===== config.mk =====
export PLATFORM = sky130hd
export DESIGN_NAME = mult_sequencer
export DESIGN_NICKNAME = d
export VERILOG_FILES = /design/src/rtl/mult_pkg.sv /design/src/rtl/mult_iter_counter.sv /design/src/rtl/mult_sequencer.sv
export SDC_FILE = /design/constraint.sdc
export NUM_CORES = 1
export LEC_CHECK = 0
export ABC_AREA = 1
export BUFFER_PORTS_ARGS = -buffer_cell sky130_fd_sc_hd__buf_4
export CAP_MARGIN = 20
export CELL_PAD_IN_SITES_DETAIL_PLACEMENT = 0
export CELL_PAD_IN_SITES_GLOBAL_PLACEMENT = 1
export CORE_AREA = 4 4 41 43
export CTS_BUF_LIST = sky130_fd_sc_hd__clkbuf_4
export DETAILED_ROUTE_END_ITERATION = 10
export DIE_AREA = 0 0 45 47
export GPL_ROUTABILITY_DRIVEN = 0
export PLACE_DENSITY = 0.78
export SYNTH_ARGS = -nofsm -noshare
export SYNTH_HDL_FRONTEND = slang
export SYNTH_SLANG_ARGS = --single-unit

===== constraint.sdc =====
create_clock -name clk -period 1 [get_ports clk]
set_input_delay 0.1 -clock clk [delete_from_list [all_inputs] [get_ports clk]]
set_output_delay 0.1 -clock clk [all_outputs]
set_load 0.05 [all_outputs]

===== src/rtl/mult_pkg.sv =====
// Shared definitions for the add-shift multiplier control sequencer.
//   mult_state_t : sequencer states (IDLE, CLR, ARITH, SHIFT, HOLD)
//   MULT_N       : default operand width, which is also the iteration count
//   MULT_CNT_W   : width of the iteration counter
package mult_pkg;

    localparam int MULT_N     = 8;
    localparam int MULT_CNT_W = $clog2(MULT_N);

    typedef enum logic [2:0] {
        IDLE  = 3'd0,
        CLR   = 3'd1,
        ARITH = 3'd2,
        SHIFT = 3'd3,
        HOLD  = 3'd4
    } mult_state_t;

endpackage


===== src/rtl/mult_iter_counter.sv =====
// Iteration counter for the multiplier sequencer.
// Ports:
//   clk, reset : system clock, synchronous active-high reset
//   clr        : force cnt to 0 on the next edge
//   inc        : request an advance (SHIFT phase)
//   en         : qualifies inc (single-step pulse, or 1)
//   cnt        : current iteration index, 0 .. N-1
//   last       : high when cnt == N-1
// The counter wraps from N-1 back to 0, so it is already 0 when the
// sequencer reaches HOLD.
module mult_iter_counter
    import mult_pkg::*;
#(
    parameter int N  = MULT_N,
    parameter int CW = (N > 1) ? $clog2(N) : 1
) (
    input  logic          clk,
    input  logic          reset,
    input  logic          clr,
    input  logic          inc,
    input  logic          en,
    output logic [CW-1:0] cnt,
    output logic          last
);

    assign last = (cnt == CW'(N - 1));

    always_ff @(posedge clk) begin
        if (reset || clr) begin
            cnt <= '0;
        end else if (inc && en) begin
            cnt <= last ? '0 : cnt + CW'(1);
        end
    end

endmodule


===== src/rtl/mult_sequencer.sv =====
// Control sequencer for the 8-bit add-shift multiplier datapath.
// Steps the datapath through one clear cycle, N add/shift iterations (the
// last add is a subtract-correction) and then holds until run is released.
// Optional feature: define SEQ_STEP_EN to add the step port; ARITH/SHIFT
// then advance (and fire ld_xa / shift_en) only on cycles with step = 1.
// Ports:
//   clk, reset : system clock, synchronous active-high reset (controller only)
//   run        : level execute request (debounced)
//   clra_ldb   : level request to clear X/A and load B (honoured in IDLE only)
//   m          : B[0], current multiplier bit
//   step       : single-step advance (SEQ_STEP_EN only)
//   clr_xa     : clear X and A
//   ld_b       : load B from switches
//   ld_xa      : load adder result into X and A
//   sub_sel    : adder computes A - S
//   shift_en   : arithmetic right shift of X:A:B
//   busy       : operation in progress (CLR, ARITH, SHIFT)
//   done       : result valid, waiting for run to drop
//   state, cnt : debug view of the FSM state and iteration counter
// Handshake: there is no valid/ready pair here; run is a level request that
// starts exactly one operation per IDLE visit, and done stays high until run
// is observed low in HOLD.
module mult_sequencer
    import mult_pkg::*;
#(
    parameter int N  = MULT_N,
    parameter int CW = (N > 1) ? $clog2(N) : 1
) (
    input  logic          clk,
    input  logic          reset,
    input  logic          run,
    input  logic          clra_ldb,
    input  logic          m,
`ifdef SEQ_STEP_EN
    input  logic          step,
`endif
    output logic          clr_xa,
    output logic          ld_b,
    output logic          ld_xa,
    output logic          sub_sel,
    output logic          shift_en,
    output logic          busy,
    output logic          done,
    output mult_state_t   state,
    output logic [CW-1:0] cnt
);

    mult_state_t state_next;
    logic        advance;
    logic        cnt_clr;
    logic        cnt_inc;
    logic        last;

`ifdef SEQ_STEP_EN
    assign advance = step;
`else
    assign advance = 1'b1;
`endif

    mult_iter_counter #(
        .N  (N),
        .CW (CW)
    ) u_counter (
        .clk   (clk),
        .reset (reset),
        .clr   (cnt_clr),
        .inc   (cnt_inc),
        .en    (advance),
        .cnt   (cnt),
        .last  (last)
    );

    always_ff @(posedge clk) begin
        if (reset) begin
            state <= IDLE;
        end else begin
            state <= state_next;
        end
    end

    always_comb begin
        state_next = state;
        clr_xa     = 1'b0;
        ld_b       = 1'b0;
        ld_xa      = 1'b0;
        sub_sel    = 1'b0;
        shift_en   = 1'b0;
        busy       = 1'b0;
        done       = 1'b0;
        cnt_clr    = 1'b0;
        cnt_inc    = 1'b0;

        case (state)
            IDLE: begin
                // run has priority; a simultaneous clra_ldb is dropped.
                if (run) begin
                    state_next = CLR;
                end else if (clra_ldb) begin
                    clr_xa = 1'b1;
                    ld_b   = 1'b1;
                end
            end
            CLR: begin
                busy       = 1'b1;
                clr_xa     = 1'b1;
                cnt_clr    = 1'b1;
                state_next = ARITH;
            end
            ARITH: begin
                busy  = 1'b1;
                ld_xa = m && advance;
                // The last partial product carries the sign weight, so it
                // is subtracted. sub_sel is forced low whenever no load.
                sub_sel = ld_xa && last;
                if (advance) begin
                    state_next = SHIFT;
                end
            end
            SHIFT: begin
                busy     = 1'b1;
                shift_en = advance;
                cnt_inc  = 1'b1;
                if (advance) begin
                    state_next = last ? HOLD : ARITH;
                end
            end
            HOLD: begin
                done = 1'b1;
                if (!run) begin
                    state_next = IDLE;
                end
            end
            default: begin
                state_next = IDLE;
            end
        endcase
    end

endmodule

======== Word level (Yosys, flattened, before mapping) ========
Cells that the tools add are included.
storage, ports and cells
  register bits ........................... 6
  bits in latches ......................... 0
  RAM bits ................................ 0
  memory bits (read-only) ................. 0
  bits of input ports ..................... 5
  output and inout port bits .............. 13
  memories kept ........................... 0
cells by class
  $add $sub $neg .......................... 1
  $mul .................................... 0
  div/mod/pow operators ................... 0
  order comparisons ....................... 0
  eq/ne operators ......................... 7
  shifts and indexed selects .............. 0
  muxes and demuxes ....................... 15
  bitwise operators ....................... 0
  reduce and logical (&&, ||, !) cells .... 5
operator list
  kind                                                                    number
  3-bit one-hot mux with 5 select lines                                   1
  3-bit two-way mux                                                       4
  1-bit two-way mux                                                       9
  3-bit by 2-bit equality test with 1-bit output (second input constant)  2
  3-bit equality test (second input constant)                             2
  2-bit != test (second input constant)                                   2
  3-bit by 1-bit adder with 3-bit output (second input constant)          1
  3-bit by 1-bit equality test with 1-bit output (second input constant)  1
  3-bit logical NOT                                                       1
  3-bit OR reduction                                                      1
  1-bit one-hot mux with 2 select lines                                   1
  2-bit AND reduction                                                     1
  1-bit logical AND                                                       1
  1-bit logical OR                                                        1

======== Longest topological paths before layout ========
Gate-level depths: netlist (run 1).
  depth after elaboration ................. 3
  mapped depth ............................ 5

======== Cells and area by module ========
From an unflattened synthesis (run 1), not the netlist that was laid out.
second synthesis, totals
  cell total of the unflattened synthesis .. 56
  area total of the unflattened synthesis .. 357.8 um2
modules (own cells, without submodules)
  module             instances  cells each  area each (um2)
  mult_sequencer     1          33          195.2
  mult_iter_counter  1          23          162.7

======== Worst setup path after synthesis (run 1) ========
Ideal clock, no wire load.
  path kind ............................... register -> output
  start ................................... reg state[2]
  end ..................................... out done
  data arrival time ....................... 1.936 ns
  setup slack ............................. -1.036 ns
  stages on the path, launching flop included .. 3
  path buffers ............................ 0
  cells stage by stage .................... dfxtp_1 inv_2 nor3_1
between the ends
  cells in the longest elaborated chain, start to end .. 2
RTL lines
  element                   RTL line              text
  start: declaration        mult_sequencer.sv:44  output mult_state_t state,
  start signal: assignment  mult_sequencer.sv:77  state <= state_next;
  3-bit equality test       mult_sequencer.sv:93  case (state)
  1-bit two-way mux         mult_sequencer.sv:93
  end: declaration          mult_sequencer.sv:43  output logic done,
Every way passes these cells.

======== Worst setup path in the final report (run 1) ========
  start ................................... reg u_counter.cnt[0]
  end ..................................... out sub_sel
between the ends
  cells in the longest elaborated chain, start to end .. 3
RTL lines
  element                   RTL line                 text
  start: declaration        mult_iter_counter.sv:22  output logic [CW-1:0] cnt,
  start signal: assignment  mult_iter_counter.sv:32  cnt <= last ? '0 : cnt + CW'(1);
  3-bit equality test       mult_iter_counter.sv:26  assign last = (cnt == CW'(N - 1));
  1-bit logical AND         mult_sequencer.sv:114    sub_sel = ld_xa && last;
  1-bit two-way mux         mult_sequencer.sv:93
  end: declaration          mult_sequencer.sv:40     output logic sub_sel,
Every way passes these cells.

==> results of run 1 <==
-- final cells by class --
cell class,count,area [µm²]
timing repair buffer,31,330
multi-input combinational,36,337
sequential,6,140
inverter,7,30.0
tap,15,18.8
fill,103,415
clock buffer,4,30.0
-- state kept, by name (all words and copies together), names as in the netlist --
name and count:
u_counter.cnt 3, state 3
-- worst max-delay path, stage by stage (launching register included) --
cell	delay (ns)
dfxtp_4	0.34
ha_4	0.16
ha_4	0.16
nand2_4	0.06
nor2_4	0.03
buf_8	0.14
-- report_power, final --
group	leakage, µW	switching (µW)	internal, µW
clock	0.0000184	84.8	178
combinational	0.000331	274	211
sequential	0.0000530	20.3	248
total	0.000402	379	637
-- metal layers --
layer	wire length, µm	vias up	track usage, %
li1	-	228	-
met4	24	0	4.68
met5	0	-	0
met3	93	4	4.60
met2	548	19	20.9
met1	457	205	13.7
-- worst min-delay path by stage --
stage / to / start / cells after the start
2_1_floorplan: state[2] / reset / 1
3_3_place_gp: state[2] / reset / 2
3_5_place_dp: state[2] / reset / 2
4_1_cts: state[2] / reset / 2
5_1_grt: state[2] / reset / 2
6_report: state[2] / reset / 2
-- logic make-up after synthesis --
logic type      after synthesis  synth area share [%]
compound gates                5                  8.58
fa+ha+maj                     2                  7.46
buf+inv                       7                  7.83
flops                         6                  35.8
simple gates                 29                  40.3
-- repair_timing --
action | CTS | global route
buffers inserted | 5 | 0
endpoints found under the hold margin | 0 | 0
endpoints found under the setup margin | 14 | 17
pin swaps | 9 | 4
resized for setup | 28 | 15
-- metrics by stage --
| step | utilization [%] | setup slack (ns) | instance area, µm² | TNS (ns) | power, µW |
|---|---|---|---|---|---|
| floorplan | - | -0.182 | 444 | -1.26 | 506 |
| global route | 68.1 | -0.283 | 886 | -2.28 | 1070 |
| finish | 68.1 | -0.241 | 886 | -1.62 | 1020 |
| global placement | 50.6 | -0.0613 | 658 | -0.213 | 630 |
| detailed placement | 50.6 | -0.0953 | 658 | -0.300 | 632 |
| CTS | 63.4 | -0.261 | 825 | -1.71 | 994 |
-- placed cells by master, fill, tap and decap left out, types with 3 or more instances in the layout --
cell / count
a21oi_2: 3
buf_4: 13
buf_6: 10
buf_8: 8
clkbuf_4: 4
dfxtp_4: 5
inv_1: 3
inv_2: 3
nand2_1: 7
nand2_4: 5
nor2_4: 4
==> flow_summary_export.csv, run 1 <==
group,metric,value,unit
synth,synth_seq_cells,6,
cts,numCtsBuffers,3,
timing,layout_setup_ws,-0.241,ns
die,die_x,45,µm
timing,tightest_slew,0.165,ns
synth,async_reset_ff_share,0,%
synth,synth_top_area_share,35.8,%
cts,cts_tree,"yes",
status,violations,"negative setup slack",
timing,clock_skew,0.00686,ns
global_route,grt_max_degree,6,
critical_path,crit_required,0.90,ns
critical_path,reg2reg_to,"state[1]",
synth,ys.flop_type,"dfxtp_1",
drt,num_vias,456,
cts,clock_sinks,6,
status,status,"finished, violations left",
cts,cts.path.max_buffers,2,
power_and_ir_drop,powerDensity,1150,nW/µm²
die,start_util,25.8,%
critical_path,reg2reg_depth,6,
timing,timing_hold_violations_final,0,
layout,instances_no_fill,99,
synth,synth_cell_type_count,14,
global_route,grt_usage,12.2,%
synth,synth.cell_area,335,µm²
critical_path,r2r-start,"u_counter.cnt[0]",
cts,clockRootBuffer,"clkbuf_4",
cts,clkLatencyLatePin,0.24,ns
global_route,antenna_found_initial,0,
synth,yosysTopAreaCell,"dfxtp_1",
layout,syn2layout_area_growth,164,%
critical_path,r2r_slack,-0.13,ns
timing,max_freq,806,MHz
global_route,grt_pass1_vias,460,
critical_path,crit_type,"reg2out",
timing,setup_violations,12,
cts,h-tree-depth,1,
timing,post-route-min-period,1.24,ns
drt,routed_wl,1120,µm
power_and_ir_drop,peakVddDrop,0.963,mV
critical_path,start_kind,"register",
global_route,overflow,0,
synth,synth_area_per_cell,6.84,µm²
critical_path,crit_start,"u_counter.cnt[0]",
global_route,grt_pass1_wl,1850,µm
critical_path,cp_max_fo,2,
synth,syn_inst,49,
synth,synthTopCellsByArea,"dfxtp_1 36%, nand2_1 15%, nor2_1 7.8%",
timing,max-slew-margin-rel,88.9,%
timing,period_share,124,%
place,post-place-cells,90,
timing,slew_viol_final,0,
drt,firstDrtPassIters,4,
die,die-height,47,µm
die,core,1300,µm²
synth,synth_common_cells,"13 x nand2_1, 7 x nor2_1, 6 x dfxtp_1, 6 x inv_1, 4 x a21oi_1",
die,io_pins,18,
critical_path,endpoint_kind,"output port",
die,core.rowCount,13,
cts,clkTransAtPathRegs,0.05,ns
cts,cts_hold_buf,0,
hold_path,hp-class,"in2reg",
timing,hold_ws,0.0237,ns
synth,synth_edf_count,0,
synth,yosysMostFrequentCell,"nand2_1",
run,cap_violations,0,
place,hpwlAfterDp,826,µm
die,die-area,2120,µm²
drt,drt_drc_violations_left,0,
timing,rsz0062_at_grt,"yes",
layout,fin_nets,92,
power_and_ir_drop,p_leak,0.000402,µW
layout,final_layout_size_suffix_gt1_share,81.0,%
critical_path,crit_end,"sub_sel",
place,io_buffers,17,
synth,ys_warn_count,0,
layout,n_antenna_cell,0,
drt,drtIter0Drc,3,
drt,avgRoutedWirePerCell,11.4,µm
synth,seq_area_frac_synth,35.8,%
drt,ant_nets,0,
critical_path,arrival,1.14,ns
synth,syn_nets,56,
drt,vias_per_cell,4.61,
No activity file was read; power rests on OpenSTA's default activity.
==> inputs of run 2 (changes only) <==
--- a/config.mk
+++ b/config.mk
@@ -5,7 +5,7 @@
 export SDC_FILE = /design/constraint.sdc
 export NUM_CORES = 1
 export LEC_CHECK = 0
-export ABC_AREA = 1
+export ABC_AREA = 0
 export BUFFER_PORTS_ARGS = -buffer_cell sky130_fd_sc_hd__buf_4
 export CAP_MARGIN = 20
 export CELL_PAD_IN_SITES_DETAIL_PLACEMENT = 0
@@ -15,7 +15,7 @@
 export DETAILED_ROUTE_END_ITERATION = 10
 export DIE_AREA = 0 0 45 47
 export GPL_ROUTABILITY_DRIVEN = 0
-export PLACE_DENSITY = 0.78
+export PLACE_DENSITY = 0.73
 export SYNTH_ARGS = -nofsm -noshare
 export SYNTH_HDL_FRONTEND = slang
 export SYNTH_SLANG_ARGS = --single-unit
==> run 2 against run 1 <==
Net effect: the run still ends with negative setup slack left; core utilization decreased by 0.58 points; wire length increased by 12%; sequential power decreased by 4%; non-clock buffer count increased by 4; via count decreased by 3.7%; combinational power decreased by 31%; total power decreased by 14%.
==> flow_summary_export.csv, run 2 <==
group,metric,value,unit
status,status,"finished, violations left",
status,violations,"negative setup slack",
timing,max-slew-margin-rel,85.6,%
synth,synthTopCellsByArea,"dfxtp_1 38%, a21oi_1 7.9%, ha_1 7.9%",
drt,drtIter0Drc,5,
layout,final_layout_size_suffix_gt1_share,85.5,%
power_and_ir_drop,powerDensity,994,nW/µm²
synth,synth_seq_cells,6,
timing,layout_setup_ws,-0.391,ns
die,core,1300,µm²
synth,syn_nets,45,
timing,timing_hold_violations_final,0,
synth,seq_area_frac_synth,37.9,%
synth,synth_common_cells,"6 x dfxtp_1, 5 x a21oi_1, 4 x nand3_1, 4 x nor2_1, 3 x nand2_1",
cts,clkLatencyLatePin,0.25,ns
timing,slew_viol_final,0,
place,dpl-instance-area,632,µm²
drt,avgRoutedWirePerCell,13.8,µm
run,cap_violations,0,
synth,async_reset_ff_share,0,%
drt,drt-met1-wl,492,µm
global_route,grt_pass1_wl,2130,µm
timing,tns,-3.12,ns
die,die-area,2120,µm²
drt,wl_met3,64,µm
synth,synth_edf_count,0,
place,io_buffers,17,
layout,n_antenna_cell,0,
cts,clockRootBuffer,"clkbuf_4",
place,hpwlAfterDp,764,µm
power_and_ir_drop,p_leak,0.000365,µW
timing,rsz0062_at_grt,"yes",
synth,syn_inst,38,
cts,clkTransAtPathRegs,0.05,ns
die,die_x,45,µm
drt,met2_wirelength,692,µm
die,start_util,24.3,%
layout,largestRegisters,"state (3), u_counter.cnt (3)",
layout,fin_nets,84,
timing,period_share,139,%
critical_path,cp_max_fo,2,
global_route,antenna_found_initial,0,
timing,post-route-min-period,1.39,ns
critical_path,start_kind,"register",
global_route,grt_pass1_vias,452,
global_route,overflow,0,
cts,numCtsBuffers,3,
timing,clock_skew,0.00234,ns
global_route,grt_usage,14.6,%
power_and_ir_drop,fin_total_pwr,873,µW
layout,mostFrequentLayoutCell,"buf_4",
layout,finalInstanceArea,878,µm²
cts,clock_sinks,6,
synth,yosysTopAreaCell,"dfxtp_1",
synth,synth_top_area_share,37.9,%
die,die-height,47,µm
synth,ys.flop_type,"dfxtp_1",
drt,drt_drc_violations_left,0,
layout,mostFrequentLayoutCells,"14 x buf_4, 13 x buf_6, 7 x buf_8, 5 x dfxtp_4, 4 x clkbuf_4",
drt,num_vias,439,
layout,instances_no_fill,91,
layout,syn2layout_area_growth,177,%
synth,synth_area_per_cell,8.33,µm²
die,core.rowCount,13,
die,io_pins,18,
critical_path,endpoint_kind,"output port",
critical_path,crit_required,0.90,ns
cts,cts_hold_buf,0,
synth,synth.cell_area,317,µm²
critical_path,crit_type,"reg2out",
critical_path,arrival,1.29,ns
synth,synth_cell_type_count,19,
synth,yosysMostFrequentCell,"dfxtp_1",
place,post-place-cells,80,
drt,routed_wl,1260,µm
cts,h-tree-depth,1,
timing,setup_violations,15,
cts,cts.path.max_buffers,2,
drt,top_layer,"met4",
drt,vias_per_cell,4.82,
cts,cts_tree,"yes",
hold_path,hp-class,"in2reg",
timing,tightest_slew,0.215,ns
global_route,grt_max_degree,9,
power_and_ir_drop,peakVddDrop,0.709,mV
drt,firstDrtPassIters,4,
synth,ys_warn_count,0,
drt,ant_nets,0,
timing,max_freq,719,MHz
run 2: what timing repair did:
action / CTS / global route
gates cloned: 0 / 0
gates resized for setup: 31 / 9
setup buffers: 8 / 3
pin swaps: 9 / 9
setup endpoints to repair: 17 / 17
hold endpoints to repair: 0 / 0
run 2: path summary, 6_finish.rpt:
check	start	endpoint	slack [ns]	depth (start not counted)
min reg2reg	state[1]	u_counter.cnt[2]	0.53	2
max reg2reg	u_counter.cnt[0]	u_counter.cnt[0]	-0.35	4
min	reset	state[2]	0.06	2
max	u_counter.cnt[0]	sub_sel	-0.39	5
run 2: final cells by class:
cell class                      instances  area [µm²]
Fill cell                              96         423
Clock buffer                            4        30.0
Sequential cell                         6         140
Tap cell                               15        18.8
Multi-Input combinational cell         30         309
Timing Repair Buffer                   35         377
Inverter                                1        3.75
run 2: metrics by stage:
| step | setup WS [ns] | utilization (%) | hold slack (ns) |
|---|---|---|---|
| 5_1_grt | -0.433 | 67.5 | 0.0519 |
| 4_1_cts | -0.413 | 65.2 | 0.0403 |
| 6_report | -0.391 | 67.5 | 0.0604 |
| 3_5_place_dp | -0.329 | 48.6 | 0.307 |
| 2_1_floorplan | -0.371 | - | 0.159 |
| 3_3_place_gp | -0.295 | 48.6 | 0.307 |
run 2: critical path, cell delays in order, from the launching register on:
cell and delay [ns]:
dfxtp_4 0.35, ha_4 0.16, ha_4 0.15, buf_6 0.11, and4_4 0.14, buf_8 0.14
run 2: cells by family (layout without fill, tap and decap cells):
logic type / count (synthesis) / after routing / share of synthesized area (%)
compound gates: 6 / 6 / 9.48
flops: 6 / 6 / 37.9
fa+ha+maj: 2 / 2 / 7.90
simple gates: 22 / 22 / 42.3
buf+inv: 2 / 40 / 2.37
run 2: power breakdown:
group          total [µW]  leakage (µW)  internal (µW)  switching (µW)
registers             258     0.0000530            241            16.9
clock network         279     0.0000184            179            99.9
logic                 337      0.000293            159             178
run 2: per-layer routing:
layer  vias up  global-route usage (%)
li1        213                       -
met1       207                    15.1
met2        17                    26.8
met3         2                    3.07
met4         0                    8.77
met5         -                       0
